$ cat src/rtl/hazard_unit_mc.sv
// Hazard and forwarding controller for the 5-stage RV pipeline.
// It produces EX-stage operand forwarding, load-use stalls and branch flushes.
// A two-state FSM holds EX while a multi-cycle unit (MUL/DIV) works. The unit
// can run in fixed-latency mode or in done-handshake mode.
// A saturating counter tracks how many cycles the front end was stalled.
//
// Ports:
//   clk, rst                 clock; asynchronous active-high reset
//   RegWriteM/W, RdM/W       writeback info in MEM / WB
//   RdE, Rs1E, Rs2E          EX destination and sources
//   Rs1D, Rs2D               ID sources
//   ResultSrcE               2'b01 marks a load in EX
//   Eval_branch              branch redirect resolved in EX
//   start_mc, done_mc        multi-cycle op present in EX / unit result valid
//   ForwardAE, ForwardBE     operand mux selects (10 MEM, 01 WB, 00 RF)
//   StallF/D/E, FlushD/E/M   pipeline register controls (combinational)
//   mc_busy                  FSM in BUSY (registered)
//   stall_cnt                saturating count of StallF cycles
module hazard_unit_mc #(
    parameter int unsigned AW          = 5,
    parameter int unsigned MC_MODE     = 0,
    parameter int unsigned MC_LAT      = 4,
    parameter int unsigned LOAD_USE_EN = 1,
    parameter int unsigned CNT_W       = 16
) (
    input  logic             clk,
    input  logic             rst,
    input  logic             RegWriteM,
    input  logic             RegWriteW,
    input  logic [AW-1:0]    RdM,
    input  logic [AW-1:0]    RdW,
    input  logic [AW-1:0]    RdE,
    input  logic [AW-1:0]    Rs1E,
    input  logic [AW-1:0]    Rs2E,
    input  logic [AW-1:0]    Rs1D,
    input  logic [AW-1:0]    Rs2D,
    input  logic [1:0]       ResultSrcE,
    input  logic             Eval_branch,
    input  logic             start_mc,
    input  logic             done_mc,
    output logic [1:0]       ForwardAE,
    output logic [1:0]       ForwardBE,
    output logic             StallF,
    output logic             StallD,
    output logic             StallE,
    output logic             FlushD,
    output logic             FlushE,
    output logic             FlushM,
    output logic             mc_busy,
    output logic [CNT_W-1:0] stall_cnt
);

    localparam logic [0:0] S_IDLE = 1'b0;
    localparam logic [0:0] S_BUSY = 1'b1;

    localparam logic       MODE_DONE = (MC_MODE == 1);
    localparam logic       MC_MULTI  = (MC_LAT > 1);
    localparam logic       LU_EN     = (LOAD_USE_EN != 0);
    // The cycle that enters BUSY is already the first cycle of EX residence.
    // The completion cycle is the one with cnt==0, hence the -2.
    localparam logic [7:0] CNT_INIT  = MC_MULTI ? 8'(MC_LAT - 2) : 8'd0;

    logic [0:0] state;
    logic [0:0] state_nxt;
    logic [7:0] cnt;
    logic [7:0] cnt_nxt;
    logic       mc_stall;
    logic       lwstall;

    // Forward select for one operand. MEM takes priority over WB, and x0 is never forwarded.
    function automatic logic [1:0] fwd_sel(input logic [AW-1:0] rs,
                                           input logic wr_m, input logic [AW-1:0] rd_m,
                                           input logic wr_w, input logic [AW-1:0] rd_w);
        logic [1:0] sel;
        sel = 2'b00;
        if (wr_m && (rd_m != '0) && (rd_m == rs)) begin
            sel = 2'b10;
        end else if (wr_w && (rd_w != '0) && (rd_w == rs)) begin
            sel = 2'b01;
        end
        return sel;
    endfunction

    // FSM state and latency counter
    always_ff @(posedge clk or posedge rst) begin
        if (rst) begin
            state <= S_IDLE;
            cnt   <= 8'd0;
        end else begin
            state <= state_nxt;
            cnt   <= cnt_nxt;
        end
    end

    // Next-state logic, stall decode and output priority
    always_comb begin
        state_nxt = state;
        cnt_nxt   = cnt;
        mc_stall  = 1'b0;
        lwstall   = 1'b0;
        ForwardAE = 2'b00;
        ForwardBE = 2'b00;
        StallF    = 1'b0;
        StallD    = 1'b0;
        StallE    = 1'b0;
        FlushD    = 1'b0;
        FlushE    = 1'b0;
        FlushM    = 1'b0;

        case (state)
            S_IDLE: begin
                if (start_mc) begin
                    if (MODE_DONE) begin
                        // With done already high, the op finishes in place and does not stall.
                        if (!done_mc) begin
                            state_nxt = S_BUSY;
                            mc_stall  = 1'b1;
                        end
                    end else if (MC_MULTI) begin
                        state_nxt = S_BUSY;
                        cnt_nxt   = CNT_INIT;
                        mc_stall  = 1'b1;
                    end
                end
            end
            S_BUSY: begin
                // In BUSY, start_mc is ignored. The completion cycle releases EX
                // and does not restart the op.
                if (MODE_DONE) begin
                    if (done_mc) begin
                        state_nxt = S_IDLE;
                    end else begin
                        mc_stall  = 1'b1;
                    end
                end else begin
                    if (cnt == 8'd0) begin
                        state_nxt = S_IDLE;
                    end else begin
                        cnt_nxt  = cnt - 8'd1;
                        mc_stall = 1'b1;
                    end
                end
            end
            default: begin
                state_nxt = S_IDLE;
                cnt_nxt   = 8'd0;
            end
        endcase

        lwstall = LU_EN && (ResultSrcE == 2'b01) && (RdE != '0) &&
                  ((Rs1D == RdE) || (Rs2D == RdE));

        if (!rst) begin
            ForwardAE = fwd_sel(Rs1E, RegWriteM, RdM, RegWriteW, RdW);
            ForwardBE = fwd_sel(Rs2E, RegWriteM, RdM, RegWriteW, RdW);
            if (mc_stall) begin
                StallF = 1'b1;
                StallD = 1'b1;
                StallE = 1'b1;
                FlushM = 1'b1;
            end else if (Eval_branch) begin
                // The wrong-path instruction in ID is squashed, not held.
                FlushD = 1'b1;
                FlushE = 1'b1;
            end else if (lwstall) begin
                StallF = 1'b1;
                StallD = 1'b1;
                FlushE = 1'b1;
            end
        end
    end

    assign mc_busy = (state == S_BUSY);

    // Saturating front-end stall counter
    always_ff @(posedge clk or posedge rst) begin
        if (rst) begin
            stall_cnt <= '0;
        end else if (StallF && (stall_cnt != '1)) begin
            stall_cnt <= stall_cnt + CNT_W'(1);
        end
    end

endmodule

$ cat config.mk
export PLATFORM = sky130hd
export DESIGN_NAME = hazard_unit_mc
export DESIGN_NICKNAME = d
export VERILOG_FILES = /design/src/rtl/hazard_unit_mc.sv
export SDC_FILE = /design/constraint.sdc
export NUM_CORES = 1
export LEC_CHECK = 0
export CAP_MARGIN = 20
export CORE_MARGIN = 1.5
export CORE_UTILIZATION = 35
export CTS_BUF_LIST = sky130_fd_sc_hd__clkbuf_8
export DETAILED_ROUTE_END_ITERATION = 8
export HOLD_SLACK_MARGIN = 0.08
export MAX_ROUTING_LAYER = met4
export PLACE_DENSITY = 0.68
export SYNTH_ARGS = -nofsm -noshare
export SYNTH_HDL_FRONTEND = slang
export SYNTH_SLANG_ARGS = --single-unit
$ cat constraint.sdc
create_clock -name clk -period 4 [get_ports clk]
set_clock_uncertainty 0.05 [all_clocks]
set_input_delay 0.8 -clock clk [delete_from_list [all_inputs] [get_ports clk]]
set_output_delay 0.8 -clock clk [all_outputs]
set_load 0.02 [all_outputs]
After elaboration in Yosys (flattened, before gate mapping). Cells that the tools add are included.

Bitwise gates (word level): 1. Eq/ne operators: 10. Add/sub/neg operators: 2. Multiplexer cells: 24. Reductions and logical operators: 15.

Operators with widths (count): $eq A5 B5 Y1 (6); $add A16 B1 Y16 const B (1); $mux W1 (16); $mux W8 (2); $ne A16 B16 Y1 const B (1); $pmux W8 S2 (1); $reduce_bool A5 Y1 (3); $logic_and A1 B1 Y1 (9); $logic_not A8 Y1 (1); $mux W2 (4); $sub A8 B1 Y8 const B (1); $ne A2 B2 Y1 const B (2); $eq A2 B1 Y1 const B (1); $pmux W1 S2 (1); $reduce_and A2 Y1 (1); $logic_or A1 B1 Y1 (1); $not A1 Y1 (1).

Logic and storage cells: 55. Bits in registers: 25. Bits of input ports: 44. Output and inout port bits: 27.

Logic depth before layout (Yosys ltp). Gate-level depths: netlist of the first run.

Depth in word-level cells: 8. Mapped depth: 8. Depth with buffers taken out: 8.

Least setup slack after synthesis of the first run. No wires, ideal clock.

Kind: input port to output port. Start point: in rst. End point: out ForwardAE[0]. Data required time: 3.150 ns. Setup slack: 0.425 ns. Arrival: 2.725 ns. Cell stages on the path: 4. Buffers on the path: 0. Cells stage by stage: inv_1 > o211ai_1 > or4_1 > nor4_1.

Cells in the longest elaborated chain, start to end: 1.

RTL lines: start, declared (RTL line 27) `input logic rst,`; $mux W2 (RTL line 153) `if (!rst) begin`; end, declared (RTL line 41) `output logic [1:0] ForwardAE,`.

Every way passes these cells.

Worst setup path after layout of the first run.
Start point: in RdM[1]. End point: out ForwardAE[0].

Cells in the longest elaborated chain, start to end: 5. Elaborated cells between the ends (all ways): 6. Classes of those cells: eq/ne: 1; mux: 2; reduce/logical: 3.

RTL lines: start, declared (RTL line 30) `input logic [AW-1:0] RdM,`; $reduce_bool A5 Y1 (RTL line 76) `if (wr_m && (rd_m != '0) && (rd_m == rs)) begin`; $logic_and A1 B1 Y1 (RTL line 76); $logic_and A1 B1 Y1 * (RTL line 76); $mux W2 * (RTL line 76); $mux W2 * (RTL line 153).

Mark *: on every way between the ends. The rest lies on a longest branch, timed or not.

==> results of run 1 <==
==> worst max-delay path by stage <==
stage	to	slack [ps]	cells past startpoint
after floorplan	ForwardAE[0]	430	4
after global placement	ForwardBE[0]	30	7
after detailed placement	ForwardBE[0]	30	7
after CTS	ForwardBE[0]	30	7
after global routing	ForwardAE[0]	30	7
final	ForwardAE[0]	100	7
==> synthesized netlist by cell type <==
cell      count  area, µm²
buf_4         3       22.5
o22ai_2       1       12.5
ha_1          3       37.5
o211a_1       1       10.0
nor2_1       15       56.3
mux2_1        2       22.5
o21ai_0       2       10.0
and3_1        1       6.26
o21ai_1       2       10.0
o41ai_1       1       8.76
or3_1         1       6.26
xnor2_1      14        123
nor4b_1       2       17.5
nand2b_1      2       12.5
a21oi_1       1       5.00
or4_1         6       45.0
o22a_4        1       17.5
or4bb_1       1       11.3
o211ai_1      1       7.51
nor3_2        1       10.0
dfrtp_1      25        626
a22oi_1       2       15.0
or4b_4        1       13.8
nor3b_1       1       7.51
nor3_1       11       55.1
nor4_1        9       56.3
and2_4        1       8.76
nand4_1       5       31.3
nand3_1       8       40.0
nand2_1       8       30.0
and4_1        1       8.76
xor2_1       35        307
or4_4         1       11.3
nand2_2       1       6.26
inv_1         6       22.5
nor2b_1       2       12.5
==> cells in the final DEF, fill, tap and decap left out, types with 6 or more instances in the layout <==
cell type        count
nand3_1              8
dfrtp_1             25
xnor2_1             14
buf_4               10
inv_1                6
nor4_1               9
nor3_1              11
nor2_1              15
or4_1                6
nand2_1              8
xor2_1              35
clkdlybuf4s50_1     68
==> metal layers <==
metal | share of wire | vias to the layer above
met1 | 0.46 | 733
met2 | 0.47 | 43
li1 | - | 791
met5 | 0 | -
met3 | 0.053 | 8
met4 | 0.018 | 0
==> power groups by stage <==
stage | sequential [mW] | clock, mW | combinational (mW)
floorplan | 0.449 | 0 | 0.246
global placement | 0.425 | 0 | 0.458
detailed placement | 0.429 | 0 | 0.470
CTS | 0.425 | 0.158 | 0.473
global route | 0.439 | 0.167 | 0.519
finish | 0.424 | 0.149 | 0.466
==> stage by stage <==
stage               cells  hold WS (ps)  area (µm²)  setup slack, ps
floorplan             178           398        1700              425
global placement      308           423        2510             27.2
detailed placement    308           430        2510             26.0
CTS                   312           446        2560             28.8
global route          312           468        2560             33.0
finish                312           447        2560              104
==> state kept, by name, summed over array words and instances, names as in the netlist <==
register / flops
cnt: 8
mc_busy: 1
stall_cnt: 16
==> kinds of logic after synthesis <==
logic type	after synthesis
buffers and inverters	9
xor gates and xnor gates	49
DFF	25
and+or+nand+nor	78
adders and majority gates	3
muxes	2
AOI/OAI and AO/OA	12
==> final cells by class <==
| class | instances | area (µm²) |
|---|---|---|
| clock buffers | 3 | 41.3 |
| clock inverters | 1 | 5.00 |
| fillers | 455 | 2130 |
| inverters | 6 | 22.5 |
| multi-input cells | 144 | 1030 |
| flip-flops and latches | 25 | 626 |
| well taps | 54 | 67.6 |
| repair buffers | 79 | 768 |
==> impl_metrics.json, run 1 <==
{
  "run_status": "finished clean",
  "hold_depth": 1,
  "critPathMaxFanout": 3,
  "antennaDiodeCount": 0,
  "cts_max_level": 1,
  "crit_path_start_kind": "primary input",
  "cp_data_required_time_ps": 3150,
  "path_class": "primary input to output pin",
  "grt_pass1_vias": 1623,
  "rows": 25,
  "port_buffers": 69,
  "min_to": "cnt[6]",
  "cp-startpoint": "RdM[1]",
  "power_density_nw_per_um2": 406,
  "final_nets": 306,
  "fin_util": 0.546,
  "antenna_found_initial": 0,
  "power_switching_share": 0.381,
  "synth.distinct_cells": 36,
  "max-cap-violations": 0,
  "rr_startpoint": "cnt[0]",
  "place_congestion": 0.827,
  "max_stage_delay_ps": 670,
  "drtIter0Drc": 58,
  "clockRootBuffer": "clkbuf_8",
  "use_met1": 0.217,
  "end_kind": "output pin",
  "synth_top_family_by_area": "simple AND/OR/NAND/NOR gates",
  "synthXorXnorAreaFrac": 0.252,
  "crit_buf_inv": 3,
  "die_width_um": 72.8,
  "cts_buffers": 3,
  "synth_fa_ha_area_frac": 0.0220,
  "synth_cells": 178,
  "seqPwrFrac": 0.408,
  "combPwrFrac": 0.448,
  "grt_start_max_net_pins": 28,
  "area_growth_syn_to_layout_pct": 50.5,
  "path_clk_slew_ps": 90,
  "ys_ff_latch": 25,
  "drt_wl_total_mm": 4.23,
  "yosys_warnings": 0,
  "cts_buffer_depth": 2,
  "ant_nets": 0,
  "finalMaxSlewViolations": 0,
  "hold_viol_final": 0,
  "via_per_inst": 5.05,
  "power_mw": 1.04,
  "syn_area_per_cell_um2": 9.57,
  "hp-class": "flip-flop to flip-flop",
  "start_util": 0.363,
  "grt.met2_usage": 0.292,
  "drive_gt1_frac": 0.0814,
  "cp_slowest_cell": "clkdlybuf4s50_1",
  "slew_headroom": 0.614,
  "synth_nets": 225,
  "synthSimpleGateAreaFrac": 0.262,
  "leakagePower_nw": 1.09,
  "syn_area_um2": 1700,
  "worst-r2r-cell-count": 8,
  "io_pins": 71,
  "postCtsHoldBufs": 0,
  "vias": 1575,
  "synth_mux_area_frac": 0.0132,
  "synth-compound-area-share": 0.0566,
  "drt_pass1_iterations": 4,
  "cts.sinks": 25,
  "critPathArrivalTime_ps": 3050,
  "timing.fmax_mhz": 257,
  "cts_resized": 0,
  "post_cts_buffers": 0,
  "period_minus_slack_ps": 3900,
  "rrSetupSlack_ps": 1610,
  "max-vdd-ir-drop_uv": 331,
  "rsz0062_at_grt": "no",
  "power_switching_mw": 0.396,
  "clock_latency_ps": 270,
  "tritoncts": "built",
  "busiest_layer": "met2",
  "overflow": 0,
  "synth_seq_area_share": 0.367,
  "dp_hpwl_mm": 3.41,
  "p_clk_frac": 0.144,
  "grt_pass1_wl_mm": 7.25,
  "critical_path.most_common_cell": "clkdlybuf4s50_1",
  "post-route-period-util": 0.974,
  "coreArea_um2": 4690,
  "die_area_um2": 5290,
  "r2r_end": "stall_cnt[1]",
  "use_met3": 0.0373,
  "fin_setup_tns_ps": 0,
  "drc_errors": 0,
  "p_int_mw": 0.643,
  "hp-start": "cnt[6]",
  "finalSetupViolations": 0,
  "tightestPinTransition_ps": 576,
  "wl_per_cell_um": 13.5,
  "path_cells": "clkdlybuf4s50_1, or4_1, o21ai_0, buf_4, nor3_1, nor4_1, clkdlybuf4s50_1",
  "crit_family": "buffers and inverters",
  "fp.dieH_um": 72.8,
  "track_usage": 0.177
}
Note: power is estimated with default switching activity, not from simulation.
==> inputs of run 2 (changes only) <==
--- a/config.mk
+++ b/config.mk
@@ -8,7 +8,6 @@
 export CAP_MARGIN = 20
 export CORE_MARGIN = 1.5
 export CORE_UTILIZATION = 35
-export CTS_BUF_LIST = sky130_fd_sc_hd__clkbuf_8
 export DETAILED_ROUTE_END_ITERATION = 8
 export HOLD_SLACK_MARGIN = 0.08
 export MAX_ROUTING_LAYER = met4
==> results of run 2 <==
Same layout as run 1: the final DEF is identical, and so are final timing and power.
==> inputs of run 3 (changes only) <==
--- a/config.mk
+++ b/config.mk
@@ -5,7 +5,7 @@
 export SDC_FILE = /design/constraint.sdc
 export NUM_CORES = 1
 export LEC_CHECK = 0
-export CAP_MARGIN = 20
+export ABC_CLOCK_PERIOD_IN_PS = 4000
 export CORE_MARGIN = 1.5
 export CORE_UTILIZATION = 35
 export DETAILED_ROUTE_END_ITERATION = 8
==> results of run 3 <==
Same layout as run 1: the final DEF is identical, and so are final timing and power.
